**src/rtl/godai_arb_pkg.sv**
```systemverilog
// Shared types and defaults for the Godai instruction/data memory arbiter.
package godai_arb_pkg;

    typedef enum logic {
        OWNER_INSTR = 1'b0,
        OWNER_DATA  = 1'b1
    } owner_e;

    localparam int unsigned DEF_MAX_OUTSTANDING = 4;
    localparam int unsigned PTR_W               = $clog2(DEF_MAX_OUTSTANDING);
    localparam int unsigned BE_W                = 4;

    // Instruction fetches are always full-word reads.
    localparam logic [BE_W-1:0] BE_FULL = '1;

endpackage

```
**src/rtl/godai_owner_fifo.sv**
```systemverilog
// In-order record of which requester owns each granted memory transaction.
module godai_owner_fifo
    import godai_arb_pkg::*;
#(
    parameter int unsigned PTR_BITS = PTR_W
) (
    input  logic   clk,
    input  logic   rst_n,
    input  logic   push,
    input  owner_e push_owner,
    input  logic   pop,
    output logic   full,
    output logic   empty,
    output owner_e head
);

    localparam int unsigned DEPTH = 1 << PTR_BITS;
    localparam int unsigned CNT_W = PTR_BITS + 1;

    logic [CNT_W-1:0] wptr_q;
    logic [CNT_W-1:0] rptr_q;
    owner_e           slot_q [DEPTH];
    logic             push_en;
    logic             pop_en;

    // The extra pointer bit separates a wrapped (full) FIFO from an empty one.
    assign empty   = (wptr_q == rptr_q);
    assign full    = (wptr_q[PTR_BITS] != rptr_q[PTR_BITS]) &&
                     (wptr_q[PTR_BITS-1:0] == rptr_q[PTR_BITS-1:0]);
    assign push_en = push && !full;
    assign pop_en  = pop && !empty;
    assign head    = slot_q[rptr_q[PTR_BITS-1:0]];

    always_ff @(posedge clk or negedge rst_n) begin
        if (!rst_n) begin
            wptr_q <= '0;
            rptr_q <= '0;
            for (int i = 0; i < int'(DEPTH); i++) begin
                slot_q[i] <= OWNER_INSTR;
            end
        end else begin
            if (push_en) begin
                slot_q[wptr_q[PTR_BITS-1:0]] <= push_owner;
                wptr_q <= wptr_q + CNT_W'(1);
            end
            if (pop_en) begin
                rptr_q <= rptr_q + CNT_W'(1);
            end
        end
    end

endmodule

```
**src/rtl/godai_mem_arbiter.sv**
```systemverilog
// Shares one single-port memory between the core's instruction and data ports,
// granting one request per cycle and routing in-order responses to their owner.
module godai_mem_arbiter
    import godai_arb_pkg::*;
#(
    parameter int unsigned ADDR_WIDTH      = 32,
    parameter int unsigned DATA_WIDTH      = 32,
    parameter int unsigned MAX_OUTSTANDING = DEF_MAX_OUTSTANDING,
    parameter int unsigned DATA_STREAK     = 4
) (
    input  logic                  clk,
    input  logic                  rst_n,

    input  logic                  instr_req_i,
    output logic                  instr_gnt_o,
    output logic                  instr_rvalid_o,
    input  logic [ADDR_WIDTH-1:0] instr_addr_i,
    output logic [DATA_WIDTH-1:0] instr_rdata_o,
    output logic                  instr_err_o,

    input  logic                  data_req_i,
    output logic                  data_gnt_o,
    output logic                  data_rvalid_o,
    input  logic                  data_we_i,
    input  logic [BE_W-1:0]       data_be_i,
    input  logic [ADDR_WIDTH-1:0] data_addr_i,
    input  logic [DATA_WIDTH-1:0] data_wdata_i,
    output logic [DATA_WIDTH-1:0] data_rdata_o,
    output logic                  data_err_o,

    output logic                  mem_req_o,
    input  logic                  mem_gnt_i,
    input  logic                  mem_rvalid_i,
    output logic                  mem_we_o,
    output logic [BE_W-1:0]       mem_be_o,
    output logic [ADDR_WIDTH-1:0] mem_addr_o,
    output logic [DATA_WIDTH-1:0] mem_wdata_o,
    input  logic [DATA_WIDTH-1:0] mem_rdata_i,
    input  logic                  mem_err_i
);

    localparam int unsigned FIFO_PTR_W = $clog2(MAX_OUTSTANDING);
    localparam int unsigned STREAK_W   = $clog2(DATA_STREAK + 1);
    localparam logic [STREAK_W-1:0] STREAK_MAX = STREAK_W'(DATA_STREAK);

    logic                lock_q;
    owner_e              lock_owner_q;
    logic [STREAK_W-1:0] streak_q;
    logic                instr_err_q;

    owner_e sel;
    logic   grant;
    logic   fifo_full;
    logic   fifo_empty;
    owner_e head_owner;
    logic   rsp_owned;

    // Owner selection: a pending ungranted request keeps its owner; otherwise data
    // wins unless it has already taken DATA_STREAK grants past a waiting fetch.
    always_comb begin
        sel = OWNER_INSTR;
        if (lock_q) begin
            sel = lock_owner_q;
        end else if (instr_req_i && data_req_i) begin
            sel = (streak_q == STREAK_MAX) ? OWNER_INSTR : OWNER_DATA;
        end else if (data_req_i) begin
            sel = OWNER_DATA;
        end
    end

    assign mem_req_o   = rst_n && (instr_req_i || data_req_i) && !fifo_full;
    assign grant       = mem_req_o && mem_gnt_i;
    assign instr_gnt_o = grant && (sel == OWNER_INSTR);
    assign data_gnt_o  = grant && (sel == OWNER_DATA);

    assign mem_we_o    = (sel == OWNER_DATA) && data_we_i;
    assign mem_be_o    = (sel == OWNER_DATA) ? data_be_i    : BE_FULL;
    assign mem_addr_o  = (sel == OWNER_DATA) ? data_addr_i  : instr_addr_i;
    assign mem_wdata_o = (sel == OWNER_DATA) ? data_wdata_i : '0;

    godai_owner_fifo #(
        .PTR_BITS (FIFO_PTR_W)
    ) u_owner_fifo (
        .clk        (clk),
        .rst_n      (rst_n),
        .push       (grant),
        .push_owner (sel),
        .pop        (mem_rvalid_i),
        .full       (fifo_full),
        .empty      (fifo_empty),
        .head       (head_owner)
    );

    // Responses are steered to the oldest outstanding owner; unowned ones are dropped.
    assign rsp_owned      = rst_n && mem_rvalid_i && !fifo_empty;
    assign instr_rvalid_o = rsp_owned && (head_owner == OWNER_INSTR);
    assign data_rvalid_o  = rsp_owned && (head_owner == OWNER_DATA);
    assign instr_rdata_o  = instr_rvalid_o ? mem_rdata_i : '0;
    assign data_rdata_o   = data_rvalid_o  ? mem_rdata_i : '0;
    assign data_err_o     = data_rvalid_o && mem_err_i;
    assign instr_err_o    = instr_err_q;

    always_ff @(posedge clk or negedge rst_n) begin
        if (!rst_n) begin
            lock_q       <= 1'b0;
            lock_owner_q <= OWNER_INSTR;
            streak_q     <= '0;
            instr_err_q  <= 1'b0;
        end else begin
            if (mem_req_o && !mem_gnt_i) begin
                lock_q       <= 1'b1;
                lock_owner_q <= sel;
            end else if (grant) begin
                lock_q <= 1'b0;
            end

            // Count data grants that bypass a waiting fetch, saturating at the limit.
            if (!instr_req_i || instr_gnt_o) begin
                streak_q <= '0;
            end else if (data_gnt_o && (streak_q != STREAK_MAX)) begin
                streak_q <= streak_q + STREAK_W'(1);
            end

            if ((mem_rvalid_i && fifo_empty) || (instr_rvalid_o && mem_err_i)) begin
                instr_err_q <= 1'b1;
            end
        end
    end

endmodule
```
**config.mk**
```make
export PLATFORM = sky130hd
export DESIGN_NAME = godai_mem_arbiter
export DESIGN_NICKNAME = d
export VERILOG_FILES = /design/src/rtl/godai_arb_pkg.sv /design/src/rtl/godai_owner_fifo.sv /design/src/rtl/godai_mem_arbiter.sv
export SDC_FILE = /design/constraint.sdc
export NUM_CORES = 1
export LEC_CHECK = 0
export ABC_AREA = 1
export CAP_MARGIN = 20
export CORE_AREA = 2 2 109 111
export CTS_CLUSTER_SIZE = 40
export DETAILED_ROUTE_END_ITERATION = 7
export DIE_AREA = 0 0 111 113
export SYNTH_ARGS = -nofsm -noshare
export SYNTH_HDL_FRONTEND = slang
export SYNTH_SLANG_ARGS = --single-unit
```
**constraint.sdc**
```tcl
create_clock -name clk -period 3.14 [get_ports clk]
set_input_delay 0.471 -clock clk [delete_from_list [all_inputs] [get_ports clk]]
set_output_delay 0.471 -clock clk [all_outputs]
set_load 0.03 [all_outputs]
```
==> results by group <==
Logic synthesis
  • Synth top area cells: nand2_1, dfrtp_1, inv_1
  • Mapped Cells: 398
  • Post-synthesis cell type count: 25
  • Yosys warnings: 0
  • Seq/Total Area, Yosys: 0.182
  • Mapped Area: 2200 um2
  • Yosys reg bits: 16
  • Synthesized area per cell: 5.52 um2
  • Share of the synthesized area in the top cell type: 0.222
  • Mapped Nets: 545
  • Cell taking the most area after synthesis: nand2_1

Min path
  • Hold Path Class: flip-flop to flip-flop

Routing
  • Pre-Repair DR Iteration Count: 5
  • Via/cell ratio: 3.98
  • ANT nets after route: 0
  • Initial drt markers: 152
  • Routed vias: 3,228
  • DRC viols: 0
  • Final wirelength: 10.2 mm
  • Avg WL per Cell: 12.5 um

Outcome
  • Outcome: finished, final reports clean

Floorplanning
  • Die area: 12,500 um2
  • Die width: 111 um
  • CORE AREA: 11,300 um2
  • Die Y: 113 um
  • Initial Util: 0.195
  • Row count: 39
  • Num ports: 280

Timing
  • Slew HR: 0.620
  • Sum Neg Setup Slack: 0 ps
  • Hold Slack: 489 ps
  • Actual slew at the worst max-slew pin: 570 ps
  • Final Hold Fails: 0
  • Unrepaired setup endpoints after global routing: no
  • Worst Skew: 2.74 ps
  • Final setup fails: 0
  • F_max: 355 MHz
  • Max-slew violation count: 0
  • Final period util: 0.898
  • Crit path time final: 2820 ps

CTS
  • Clock H-tree levels: 1
  • CTS tree: yes
  • Cts hold-fix bufs: 0
  • Clock root cell: clkbuf_16
  • Post_cts resized: 0
  • Max Buffers Root-to-Sink: 2
  • CTS buffer count: 3
  • Post-CTS Setup Inserts: 0
  • Clock sink count: 16
  • Skew-Pair Late Insertion Delay: 240 ps
  • Clock transition at path regs: 50 ps

Cells and area
  • Storage element area: 400 um2
  • Layout cell share with drive strength beyond 1: 0.298
  • Multi-input logic area: 1340 um2
  • Area growth syn-to-layout: 124%
  • # diodes: 0
  • Non-Filler Instances: 811
  • # fillers: 1,191
  • # nets final: 816

Worst setup path
  • Crit path required time: 2670 ps
  • Critical path fanouts, max: 38
  • Crit. End Element: output pin
  • WP data arrival: 2350 ps
  • CP Launch Type: input pin
  • WS Path Type: input pin to output pin

GRT
  • First-pass GRT wire length: 15.2 mm
  • Vias in the first global route: 3,115
  • Initial antenna violation count: 0
  • Global Route Usage Sum: 0.148
  • Largest net degree at the start of global routing: 39
  • Gr ovfl total: 0

Placed design
  • HPWL Detailed: 9.06 mm
  • Buffers on Ports: 279
  • Routability Congestion: 0.910
  • Placed cells: 807

Pwr
  • P per Cell Area: 641 nW/um2
  • Leakage: 2.74 nW
  • Design Power: 3.15 mW
  • VDD IR-drop max: 0.369 mV

Flow run
  • Max cap viols: 0
==> cell type report <==
class | instances | share of cell area
flip-flops and latches | 16 | 0.0814
repair buffers | 283 | 0.525
multi-input cells | 279 | 0.273
well taps | 143 | 0.0364
clock buffers | 4 | 0.0181
inverters | 86 | 0.0661
==> worst max-delay path, cell delays in order <==
cell and delay (ps):
clkdlybuf4s50_1 510, nand3_1 90, nand2_1 80, nand2_2 80, inv_2 70, buf_4 310
buf_4 400, nand2_1 100, nand2_1 70, buf_4 150
==> cells in the final DEF, fill, tap and decap left out, drive strengths merged <==
cell type / synthesis / layout
o21ai: 8 / 8
nand4: 2 / 2
clkbuf: 3 / 4
clkdlybuf4s50: 0 / 143
buf: 14 / 140
ha: 7 / 7
or2: 5 / 5
nand2: 134 / 134
xor2: 5 / 5
dfrtp: 16 / 16
nand3: 13 / 13
inv: 86 / 86
nor2: 104 / 104
o21a: 1 / 1
==> metrics by stage <==
stage          cell area (um2)  setup WS, ps  utilization
2_1_floorplan             2200          1070            -
3_3_place_gp              4830           371        0.429
3_5_place_dp              4830           303        0.429
4_1_cts                   4920           301        0.436
5_1_grt                   4920           140        0.436
6_report                  4920           321        0.436
==> sequential cells by signal (all words and copies together) (netlist names) <==
signal and flops:
u_owner_fifo.slot_q 4, u_owner_fifo.rptr_q 3, u_owner_fifo.wptr_q 3, streak_q 3, lock_owner_q 1, instr_err_o 1
lock_q 1
==> per-layer routing <==
layer | track usage | part of all wire | vias up
met1 | 0.134 | 0.32 | 1374
met4 | 0.0275 | 0.015 | 0
met2 | 0.309 | 0.54 | 179
met3 | 0.0568 | 0.12 | 8
li1 | - | - | 1667
met5 | 0 | 0 | -
==> final timing paths <==
path,endpoint,cells after the start,start,slack [ps]
min in group asynchronous,lock_q,2,rst_n,600
setup / recovery,mem_addr_o[30],10,instr_req_i,320
setup reg to reg,instr_err_o,8,u_owner_fifo.wptr_q[1],1320
hold / removal,lock_owner_q,2,lock_owner_q,490
max in group asynchronous,u_owner_fifo.rptr_q[2],2,rst_n,2330
hold reg to reg,lock_owner_q,2,lock_owner_q,490
==> power by group <==
| part | total [mW] | internal [mW] | switching [mW] |
|---|---|---|---|
| Sequential | 0.349 | 0.285 | 0.0636 |
| Clock | 0.272 | 0.193 | 0.0786 |
| Combinational | 2.53 | 0.932 | 1.60 |
| Total | 3.15 | 1.41 | 1.74 |
==> cells by family after synthesis <==
kind of cell | Yosys count | share of synthesized area
adders and majority gates | 7 | 0.0399
DFF | 16 | 0.182
AOI/OAI and AO/OA | 9 | 0.0217
buffers and inverters | 103 | 0.206
xor gates and xnor gates | 5 | 0.0199
and+or+nand+nor | 258 | 0.530
==> Yosys cell counts <==
| library cell | n |
|---|---|
| nand3_4 | 2 |
| nand3_2 | 2 |
| dfrtp_1 | 16 |
| nor2_1 | 67 |
| ha_1 | 7 |
| nand4_4 | 1 |
| o21ai_1 | 2 |
| buf_2 | 5 |
| buf_4 | 3 |
| nand4_1 | 1 |
| nand2_4 | 1 |
| nand3_1 | 9 |
| or2_2 | 5 |
| nor2_2 | 36 |
| inv_1 | 83 |
| inv_4 | 1 |
| clkbuf_1 | 3 |
| nand2_2 | 3 |
| inv_2 | 2 |
| nor2_4 | 1 |
| o21ai_0 | 6 |
| nand2_1 | 130 |
| buf_6 | 6 |
| xor2_1 | 5 |
| o21a_1 | 1 |
Power figures use the tool's default switching activity.
